<file path="src/rtl/port_req_ctrl_pkg.sv">
// rtl/port_req_ctrl_pkg.sv - shared widths and FSM encoding for the port request controller
package port_req_ctrl_pkg;

  localparam int PORT       = 4;
  localparam int PORTS_DEF  = PORT + 1;
  localparam int DATA_W_DEF = 32;
  localparam int WAIT_W_DEF = 8;

  localparam logic [1:0] ST_IDLE   = 2'd0;
  localparam logic [1:0] ST_ACTIVE = 2'd1;
  localparam logic [1:0] ST_DROP   = 2'd2;

endpackage

</file>
<file path="src/rtl/req_wait_cnt.sv">
// rtl/req_wait_cnt.sv - saturating grant-wait counter with clear and registered saturation flag
module req_wait_cnt #(
  parameter int WAIT_W = 8
) (
  input  logic clk,
  input  logic rst_,
  input  logic clr,
  input  logic inc,
  output logic sat
);

  localparam logic [WAIT_W-1:0] CNT_MAX = '1;

  logic [WAIT_W-1:0] cnt;
  logic [WAIT_W-1:0] cnt_nxt;

  // clear has priority so a transfer on a waiting cycle never counts
  always_comb begin
    cnt_nxt = cnt;
    if (clr) begin
      cnt_nxt = '0;
    end else if (inc && (cnt != CNT_MAX)) begin
      cnt_nxt = cnt + WAIT_W'(1);
    end
  end

  always_ff @(posedge clk or negedge rst_) begin
    if (!rst_) begin
      cnt <= '0;
      sat <= 1'b0;
    end else begin
      cnt <= cnt_nxt;
      sat <= (cnt_nxt == CNT_MAX);
    end
  end

endmodule

</file>
<file path="src/rtl/port_req_ctrl.sv">
// rtl/port_req_ctrl.sv - input-port requester: raises req to the destination arbiter and streams flits on grant
module port_req_ctrl
  import port_req_ctrl_pkg::*;
#(
  parameter int PORTS  = PORTS_DEF,
  parameter int DATA_W = DATA_W_DEF,
  parameter int WAIT_W = WAIT_W_DEF
) (
  input  logic              clk,
  input  logic              rst_,
  input  logic              in_valid,
  input  logic [DATA_W-1:0] in_data,
  input  logic              in_head,
  input  logic              in_tail,
  input  logic [PORTS-1:0]  in_dst,
  output logic              in_ready,
  output logic [PORTS-1:0]  req,
  input  logic [PORTS-1:0]  grt,
  output logic              out_valid,
  output logic [DATA_W-1:0] out_data,
  output logic              out_tail,
  output logic [PORTS-1:0]  out_sel,
  input  logic              out_ready,
  output logic              err,
  output logic              starve
);

  logic [1:0]       state;
  logic [1:0]       state_nxt;
  logic [PORTS-1:0] dst_r;
  logic [PORTS-1:0] dst_nxt;
  logic [PORTS-1:0] req_nxt;
  logic             active;
  logic             hit;
  logic             xfer;
  logic             dst_ok;
  logic             ready_c;
  logic             err_c;

  assign active = (state == ST_ACTIVE);
  assign hit    = active && |(grt & dst_r);
  assign xfer   = hit && in_valid && out_ready;
  assign dst_ok = (in_dst != '0) && ((in_dst & (in_dst - PORTS'(1))) == '0);

  always_comb begin
    state_nxt = state;
    dst_nxt   = dst_r;
    req_nxt   = req;
    ready_c   = 1'b0;
    err_c     = 1'b0;
    case (state)
      ST_IDLE: begin
        if (in_valid) begin
          if (in_head && dst_ok) begin
            // head stays in the buffer; it goes out once the grant arrives
            state_nxt = ST_ACTIVE;
            dst_nxt   = in_dst;
            req_nxt   = in_dst;
          end else begin
            ready_c = 1'b1;
            err_c   = 1'b1;
            if (in_head && !in_tail) begin
              state_nxt = ST_DROP;
            end
          end
        end
      end
      ST_ACTIVE: begin
        ready_c = xfer;
        if (xfer && in_tail) begin
          state_nxt = ST_IDLE;
          req_nxt   = '0;
        end
      end
      ST_DROP: begin
        ready_c = in_valid;
        if (in_valid && in_tail) begin
          state_nxt = ST_IDLE;
        end
      end
      default: begin
        state_nxt = ST_IDLE;
        req_nxt   = '0;
      end
    endcase
  end

  always_ff @(posedge clk or negedge rst_) begin
    if (!rst_) begin
      state <= ST_IDLE;
      dst_r <= '0;
      req   <= '0;
    end else begin
      state <= state_nxt;
      dst_r <= dst_nxt;
      req   <= req_nxt;
    end
  end

  // pops and error pulses are suppressed while reset is held
  assign in_ready  = rst_ && ready_c;
  assign err       = rst_ && err_c;
  assign out_valid = hit && in_valid;
  assign out_data  = active ? in_data : '0;
  assign out_tail  = active && in_tail;
  assign out_sel   = hit ? dst_r : '0;

  req_wait_cnt #(
    .WAIT_W (WAIT_W)
  ) u_wait_cnt (
    .clk  (clk),
    .rst_ (rst_),
    .clr  (!active || xfer),
    .inc  (active && in_valid && !hit),
    .sat  (starve)
  );

endmodule

</file>
<file path="config.mk">
export PLATFORM = sky130hd
export DESIGN_NAME = port_req_ctrl
export DESIGN_NICKNAME = d
export VERILOG_FILES = /design/src/rtl/port_req_ctrl_pkg.sv /design/src/rtl/req_wait_cnt.sv /design/src/rtl/port_req_ctrl.sv
export SDC_FILE = /design/constraint.sdc
export NUM_CORES = 1
export LEC_CHECK = 0
export CAP_MARGIN = 20
export CORE_MARGIN = 2
export CORE_UTILIZATION = 39
export CTS_CLUSTER_DIAMETER = 120
export DETAILED_ROUTE_END_ITERATION = 7
export MAX_ROUTING_LAYER = met4
export PLACE_DENSITY_LB_ADDON = 0.2
export SLEW_MARGIN = 20
export SYNTH_ARGS = -nofsm -noshare
export SYNTH_HDL_FRONTEND = slang
export SYNTH_SLANG_ARGS = --single-unit
</file>
<file path="constraint.sdc">
create_clock -name clk -period 3.25 [get_ports clk]
set_input_delay 0.8125 -clock clk [delete_from_list [all_inputs] [get_ports clk]]
set_output_delay 0.8125 -clock clk [all_outputs]
set_load 0.02 [all_outputs]
</file>
==> results.yml, run 1 <==
status:
  status: "completed"
sta:
  tightest_slew_ps: 399
  fmax_mhz: 315
  finalCriticalPeriod_ps: 3180
  rsz0062_at_grt: "false"
  max_slew_margin: 0.732
  finalSetupViolations: 0
  hold_violations: 0
  fin_skew_ps: 2.42
  slew_violations: 0
  post-route-period-util: 0.977
  timing.setup.tns_ps: 0
drt:
  drt-pass1-iter-count: 4
  drc_errors: 0
  avgRoutedWirePerCell_um: 14.9
  vias_per_cell: 5.10
  drt_wl_total_um: 4630
  wl_met2_um: 2140
  detailroute.via_count: 1581
  ant_nets: 0
  drt_iter0_drc: 43
  wl_met1_um: 2050
  top_layer: "met4"
  dr_wl_met3_um: 330
synth:
  synth_warnings: 0
  avgSynthCellArea_um2: 9.23
  synthArstFlopShare: 1.00
  yosys_most_used_dff: "dfrtp_1"
  syn-num-nets: 209
  synth_edf_count: 0
  ys_seq_area_frac: 0.356
  synth_seq_cells: 21
  syn_area_mm2: 0.00148
  netlist_instances: 160
  ys_types: 46
floorplan:
  start_util: 0.403
  core_area_mm2: 0.00366
  die_area_mm2: 0.00429
  die_h_um: 65.5
  die_x_um: 65.5
  ios: 95
  placementRows: 22
global_route:
  grt_pass1_vias: 1444
  overflow: 0
  grt_pass1_wl_um: 7120
  antenna_found_initial: 0
  grt_max_degree: 42
  grt_usage: 0.221
critical_path:
  start_kind: "input port"
  cp_slowest_cell: "a222oi_1"
  cp.required_ps: 2440
  worstPathArrival_ps: 2360
  crit_fanout: 8
  crit_buf_inv: 2
  critPathMaxStageDelay_ps: 430
  r2r-start: "dst_r[4]$_DFFE_PN0P_"
  critPathTopFamily: "buffers and inverters"
  crit-reg2reg-capture: "u_wait_cnt.sat$_DFF_PN0_"
  r2r_setup_slack_ps: 1120
  cp-end-kind: "output port"
  crit_type: "input port to output port"
  r2r_cells: 6
  crit_chain: "clkdlybuf4s50_1, a222oi_1, nand2_2, and3_1, dlygate4sd2_1"
run:
  cap_violations: 0
power_and_ir_drop:
  swShare: 0.311
  power_report.internal_total_w: 0.000574
  p_switching_w: 0.000258
  peakVddDrop_uv: 330
  p_seq_frac: 0.414
  power_frac_clock: 0.204
  power_w: 0.000832
  leakagePower_nw: 1.13
  combPwrFrac: 0.382
  power_density_mw_per_mm2: 321
hold_path:
  min_to: "u_wait_cnt.cnt[6]$_DFF_PN0_"
  hp-class: "register to register"
  hold_start: "u_wait_cnt.cnt[6]$_DFF_PN0_"
  holdPathStages: 1
placed_design:
  port_buffers: 94
  dp.cells: 305
  place_hpwl_um: 3660
  routabilityCongestion: 0.897
final_layout:
  diodes: 0
  layout-drive-gt1-share: 0.160
  final_core_util: 0.709
  fin_nets: 312
  layout.cells.non_filler: 310
  syn_to_final_growth_pct: 75.8
cts:
  clk_path_buf_depth: 2
  clk_latency_ps: 260
  cts_sinks: 21
  numCtsBuffers: 3
  cts_tree: "done"
  cts_root_buffer: "clkbuf_8"
  h-tree-depth: 1
  clk_pin_slew_ps: 70
## through the flow
stage	worst slack (ps)	instance area [µm²]	hold slack, ps
finish	74.6	2600	498
CTS	27.0	2570	501
global route	1.59	2600	534
floorplan	160	1480	451
detailed placement	-415	2520	487
global placement	-323	2520	477
## registers in the layout, indices dropped and copies added (netlist names)
signal,cells
u_wait_cnt.cnt,8
dst_r,5
req,5
state,2
u_wait_cnt.sat,1
## synth_stat cells, types with 2 or more instances
cell type  number  area [µm²]
inv_1           4        15.0
a21oi_1         3        15.0
xnor2_1         2        17.5
and2_1         33         206
nand2_1         5        18.8
clkbuf_1        4        15.0
nand3_1         7        35.0
xor2_1          5        43.8
and4_1          2        17.5
nor4_1          2        12.5
o21ai_0         4        20.0
a22oi_1         2        15.0
and3_1         10        62.6
a211oi_1        2        15.0
buf_2           3        15.0
nor3_1          2        10.0
nand2b_1        2        12.5
nor2_1          7        26.3
clkbuf_2        2        10.0
mux2_2          4        45.0
buf_6           2        22.5
a22o_2          4        40.0
a31oi_1         4        25.0
or3_1           3        18.8
dfrtp_1        21         526
## cell usage in the layout (no fill, tap or decap), types with 5 or more instances in the layout
master | synthesis | layout
buf_4 | 0 | 16
dlygate4sd2_1 | 0 | 8
dfrtp_1 | 21 | 21
nand3_1 | 7 | 7
xor2_1 | 5 | 5
and3_1 | 10 | 10
nor2_1 | 7 | 7
and2_1 | 33 | 33
nand2_1 | 5 | 5
clkdlybuf4s50_1 | 0 | 84
## power by group through the flow
stage	clock network, W	registers (W)	logic, W
finish	0.000170	0.000345	0.000318
global route	0.000184	0.000352	0.000339
CTS	0.000173	0.000343	0.000310
detailed placement	0	0.000347	0.000309
global placement	0	0.000345	0.000306
floorplan	0	0.000351	0.000136
## final cells by class
class	instances	area (µm²)
fillers	305	1060
repair buffers	110	1050
multi-input cells	123	903
flip-flops and latches	21	526
well taps	48	60.1
clock buffers	4	45.0
inverters	4	15.0
## worst max path at each step
stage | startpoint | end | slack [ps] | cells after the start
after floorplan | in_dst[2] | err | 160 | 5
after global routing | grt[3] | out_sel[0] | 2 | 5
final | grt[3] | out_sel[4] | 70 | 5
after global placement | in_dst[2] | err | -320 | 6
after CTS | in_dst[1] | in_ready | 30 | 7
after detailed placement | in_dst[2] | err | -420 | 6
## worst register-to-register path, stage by stage, from the launching register on
cell	delay [ps]
dfrtp_1	410
a222oi_1	410
nand2_2	170
buf_4	180
a311o_1	400
o21bai_1	200
nor4_1	260
## kinds of logic (layout without fill, tap and decap cells)
group / count (synthesis) / in the layout / share of synthesized area
AND/OR/NAND/NOR: 84 / 84 / 0.358
AO/OA/AOI/OAI: 27 / 27 / 0.147
flip-flops: 21 / 21 / 0.356
buffers and inverters: 16 / 118 / 0.0576
XOR/XNOR: 7 / 7 / 0.0415
multiplexers: 4 / 4 / 0.0305
adder cells (fa/ha/maj): 1 / 1 / 0.00847
## routing by layer
layer	up-vias	global-route usage
li1	772	-
met1	721	0.282
met2	78	0.346
met3	10	0.0394
met4	0	0.0938
met5	-	-
## repair_timing
item,4_1_cts,5_1_grt
endpoints found under the setup margin,8,8
gates resized for setup,17,5
hold buffers,0,0
buffers inserted,0,1
pin swaps,0,3
(Power assumes the default switching activity.)
==> run 2, diff against run 1 <==
--- a/config.mk
+++ b/config.mk
@@ -6,7 +6,7 @@
 export NUM_CORES = 1
 export LEC_CHECK = 0
 export CAP_MARGIN = 20
-export CORE_MARGIN = 2
+export CORE_MARGIN = 1.5
 export CORE_UTILIZATION = 39
 export CTS_CLUSTER_DIAMETER = 120
 export DETAILED_ROUTE_END_ITERATION = 7
==> run 2 against run 1 <==
Compared with the run above:
- routed wire length decreased by 3.7%
- register-to-register slack about the same
- maximum frequency increased by 1.5%
- final area decreased by 1.2%
- core utilization decreased by 0.82 points
- power decreased by 1.2%
- count of clock-buffer cells in the layout decreased by 1
- clock power increased by 2%
- clock skew increased by 2.1 ps
- sequential share of layout area increased by 0.24 points
- worst hold slack got worse by 2.9 ps
==> results.yml, run 2 (synthesized netlist as in run 1, its figures left out) <==
critical_path:
  crit_chain: "clkdlybuf4s50_1, a222oi_1, nand2_2, and3_1, dlygate4sd2_1"
  worstPathArrival_ps: 2320
  crit_type: "input port to output port"
  cp-end-kind: "output port"
  crit_fanout: 8
  start_kind: "input port"
  critPathMaxStageDelay_ps: 400
  cp_slowest_cell: "clkdlybuf4s50_1"
  cp.required_ps: 2440
sta:
  finalCriticalPeriod_ps: 3130
  rsz0062_at_grt: "false"
  hold_violations: 0
  slew_violations: 0
  fmax_mhz: 320
  fin_skew_ps: 4.49
  timing.setup.tns_ps: 0
  tightest_slew_ps: 387
  post-route-period-util: 0.963
  finalSetupViolations: 0
  max_slew_margin: 0.742
status:
  status: "completed"
drt:
  drt_wl_total_um: 4460
  drt_iter0_drc: 80
  avgRoutedWirePerCell_um: 14.4
  drt-pass1-iter-count: 4
  drc_errors: 0
  detailroute.via_count: 1548
  ant_nets: 0
  vias_per_cell: 5.01
cts:
  h-tree-depth: 1
  clk_path_buf_depth: 2
  cts_root_buffer: "clkbuf_8"
  cts_tree: "done"
  clk_latency_ps: 260
  cts_sinks: 21
  hold_buffers: 0
  clk_pin_slew_ps: 80
  numCtsBuffers: 3
placed_design:
  placed_area_mm2: 0.00252
  routabilityCongestion: 0.817
  port_buffers: 94
  dp.cells: 305
  place_hpwl_um: 3540
power_and_ir_drop:
  leakagePower_nw: 1.12
  power_density_mw_per_mm2: 320
  peakVddDrop_uv: 433
global_route:
  overflow: 0
  grt_max_degree: 29
  antenna_found_initial: 0
  grt_pass1_vias: 1343
  grt_pass1_wl_um: 6790
  grt_usage: 0.216
final_layout:
  fin_nets: 311
  final_cell_area_mm2: 0.00257
  fillers: 306
  largest_reg_flops: 8
  final_common_cell: "clkdlybuf4s50_1"
  largest_register: "u_wait_cnt.cnt"
  diodes: 0
  layout_common_cells: "clkdlybuf4s50_1, and2_1, dfrtp_1"
  layout-drive-gt1-share: 0.157
  layout.cells.non_filler: 309
  top_regs: "u_wait_cnt.cnt x8, dst_r x5, req x5"
  syn_to_final_growth_pct: 73.8
floorplan:
  die_x_um: 64.5
  die_h_um: 64.5
  ios: 95
  placementRows: 22
  die_area_mm2: 0.00416
  start_util: 0.403
  core_area_mm2: 0.00366
run:
  cap_violations: 0
hold_path:
  hp-class: "register to register"
==> run 2: layer usage <==
metal | GRT usage | vias to the layer above | routed length (µm)
met2 | 0.350 | 72 | 2070
li1 | - | 770 | -
met4 | 0.0505 | 0 | 58
met3 | 0.0573 | 6 | 398
met5 | - | - | 0
met1 | 0.270 | 700 | 1930
==> run 2: what timing repair did <==
item                                    CTS  global route
gates resized for setup                  14             5
setup buffers                             0             0
endpoints found under the setup margin    8             2
==> run 2: path summary, 6_finish.rpt <==
| kind | startpoint | endpoint | slack, ps | cells after the start |
|---|---|---|---|---|
| min in group asynchronous | rst_ | u_wait_cnt.cnt[2]$_DFF_PN0_ | 1000 | 2 |
| worst max-delay path | grt[3] | out_sel[1] | 120 | 5 |
| worst min register to register | u_wait_cnt.cnt[6]$_DFF_PN0_ | u_wait_cnt.cnt[6]$_DFF_PN0_ | 490 | 1 |
| max in group asynchronous | rst_ | dst_r[1]$_DFFE_PN0P_ | 2030 | 2 |
| worst max register to register | dst_r[3]$_DFFE_PN0P_ | u_wait_cnt.sat$_DFF_PN0_ | 1130 | 6 |
| worst min-delay path | u_wait_cnt.cnt[6]$_DFF_PN0_ | u_wait_cnt.cnt[6]$_DFF_PN0_ | 490 | 1 |
==> run 2: worst max-delay path, delay by kind of cell <==
kind,cells,cell delay (ps)
AO/OA/AOI/OAI,1,400
buffers and inverters,2,720
AND/OR/NAND/NOR,2,370
==> run 2: per-stage QoR <==
step | power [W] | util | setup WS (ps) | hold WS, ps
2_1_floorplan | 0.000486 | - | 160 | 451
3_3_place_gp | 0.000653 | 0.689 | -319 | 476
3_5_place_dp | 0.000656 | 0.689 | -345 | 483
4_1_cts | 0.000829 | 0.704 | 4.86 | 499
5_1_grt | 0.000869 | 0.701 | 4.33 | 534
6_report | 0.000822 | 0.701 | 121 | 495
==> run 2: where the power goes <==
part	switching, W	internal [W]
Combinational	0.000131	0.000175
Sequential	0.0000384	0.000304
Clock	0.0000876	0.0000865
==> run 2: layout make-up <==
type                       instances  area [µm²]  area share
inverter                           4        15.0     0.00585
timing repair buffer             109        1030       0.403
clock buffer                       3        41.3      0.0161
multi-input combinational        123         883       0.344
tap                               48        60.1      0.0234
sequential                        21         526       0.205
clock inverter                     1        7.51     0.00293
==> run 3, diff against run 2 <==
--- a/config.mk
+++ b/config.mk
@@ -10,9 +10,7 @@
 export CORE_UTILIZATION = 39
 export CTS_CLUSTER_DIAMETER = 120
 export DETAILED_ROUTE_END_ITERATION = 7
-export MAX_ROUTING_LAYER = met4
 export PLACE_DENSITY_LB_ADDON = 0.2
-export SLEW_MARGIN = 20
 export SYNTH_ARGS = -nofsm -noshare
 export SYNTH_HDL_FRONTEND = slang
 export SYNTH_SLANG_ARGS = --single-unit
==> run 3 against run 2 <==
Compared with the run above:
- first-iteration DRC count is 2.5% higher
- final cell count is the same
- sequential cell count unchanged
- clock skew is 0.74 ps lower
- critical path type unchanged
- largest power group unchanged
- highest routed layer unchanged
==> results.yml, run 3 (synthesized netlist as in run 1, its figures left out) <==
status:
  status: "completed"
drt:
  drt_wl_total_um: 4450
  detailroute.via_count: 1564
  drc_errors: 0
  vias_per_cell: 5.06
  avgRoutedWirePerCell_um: 14.4
  drt_iter0_drc: 82
  ant_nets: 0
  drt-pass1-iter-count: 4
global_route:
  grt_max_degree: 29
  antenna_found_initial: 0
  grt_pass1_vias: 1346
  overflow: 0
  grt_pass1_wl_um: 6780
  grt_usage: 0.209
sta:
  max_slew_margin: 0.742
  setup_ws_ps: 121
  finalSetupViolations: 0
  rsz0062_at_grt: "false"
  fin_skew_ps: 3.76
  slew_violations: 0
  tightest_slew_ps: 387
  finalCriticalPeriod_ps: 3130
  hold_violations: 0
  timing.setup.tns_ps: 0
  fmax_mhz: 320
  post-route-period-util: 0.963
hold_path:
  hp-class: "register to register"
  holdPathStages: 1
final_layout:
  largest_reg_flops: 8
  fin_nets: 311
  diodes: 0
  top_regs: "u_wait_cnt.cnt x8, dst_r x5, req x5"
  layout-drive-gt1-share: 0.157
  largest_register: "u_wait_cnt.cnt"
  layout_common_cells: "clkdlybuf4s50_1, and2_1, dfrtp_1"
  syn_to_final_growth_pct: 73.8
  fillers: 306
  final_common_cell: "clkdlybuf4s50_1"
critical_path:
  r2r_cells: 6
  crit_type: "input port to output port"
  cp-end-kind: "output port"
  crit_buf_inv: 2
  start_kind: "input port"
  cp_slowest_cell: "clkdlybuf4s50_1"
  critPathTopFamily: "buffers and inverters"
  crit_fanout: 8
  worstPathArrival_ps: 2320
  crit_chain: "clkdlybuf4s50_1, a222oi_1, nand2_2, and3_1, dlygate4sd2_1"
  cp.depth: 5
  critPathMaxStageDelay_ps: 400
  cp.required_ps: 2440
floorplan:
  die_x_um: 64.5
  core_area_mm2: 0.00366
  placementRows: 22
  ios: 95
  die_area_mm2: 0.00416
  start_util: 0.403
  die_h_um: 64.5
placed_design:
  routabilityCongestion: 0.806
  port_buffers: 94
  place_hpwl_um: 3540
  pre_cts_slack_ps: -345
cts:
  numCtsBuffers: 3
  post_cts_buffers: 0
  cts_root_buffer: "clkbuf_8"
  hold_buffers: 0
  cts_sinks: 21
  h-tree-depth: 1
  cts_tree: "done"
  clk_latency_ps: 260
  clk_path_buf_depth: 2
  clk_pin_slew_ps: 80
power_and_ir_drop:
  peakVddDrop_uv: 433
  leakagePower_nw: 1.12
  power_density_mw_per_mm2: 320
run:
  cap_violations: 0
[run 3: path summary, 6_finish.rpt]
check | slack, ps | from | endpoint
worst max-delay path | 120 | grt[3] | out_sel[1]
worst max register to register | 1140 | dst_r[3]$_DFFE_PN0P_ | u_wait_cnt.sat$_DFF_PN0_
worst min register to register | 500 | u_wait_cnt.cnt[6]$_DFF_PN0_ | u_wait_cnt.cnt[6]$_DFF_PN0_
max in group asynchronous | 2030 | rst_ | dst_r[2]$_DFFE_PN0P_
worst min-delay path | 500 | u_wait_cnt.cnt[6]$_DFF_PN0_ | u_wait_cnt.cnt[6]$_DFF_PN0_
min in group asynchronous | 1000 | rst_ | u_wait_cnt.cnt[2]$_DFF_PN0_
[run 3: metrics by stage]
| stage | cells | util | area (µm²) | power (W) | hold slack [ps] |
|---|---|---|---|---|---|
| floorplan | 160 | - | 1480 | 0.000486 | 451 |
| global placement | 305 | 0.689 | 2520 | 0.000653 | 476 |
| detailed placement | 305 | 0.689 | 2520 | 0.000656 | 483 |
| CTS | 309 | 0.704 | 2580 | 0.000829 | 499 |
| global route | 309 | 0.701 | 2570 | 0.000868 | 533 |
| finish | 309 | 0.701 | 2570 | 0.000822 | 496 |
[run 3: layout make-up]
cell class,instances,area (µm²),area share
clock buffer,3,41.3,0.0161
clock inverter,1,7.51,0.00293
inverter,4,15.0,0.00585
multi-input combinational,123,883,0.344
sequential,21,526,0.205
tap,48,60.1,0.0234
timing repair buffer,109,1030,0.403
[run 3: report_power, final]
part           switching (W)  internal (W)  total (W)
Sequential         0.0000391      0.000304   0.000343
Clock              0.0000873     0.0000865   0.000174
Combinational       0.000130      0.000175   0.000306
Total               0.000257      0.000566   0.000822
[run 3: timing repair]
action	in CTS	in global routing
endpoints found under the hold margin	0	0
pin swaps	0	0
endpoints found under the setup margin	8	2
resized for setup	14	5
[run 3: routing by layer]
| layer | routed length (µm) | global-route usage |
|---|---|---|
| met5 | 0 | 0 |
| met3 | 427 | 0.0590 |
| met1 | 1900 | 0.265 |
| met2 | 2070 | 0.353 |
| met4 | 50 | 0.0505 |
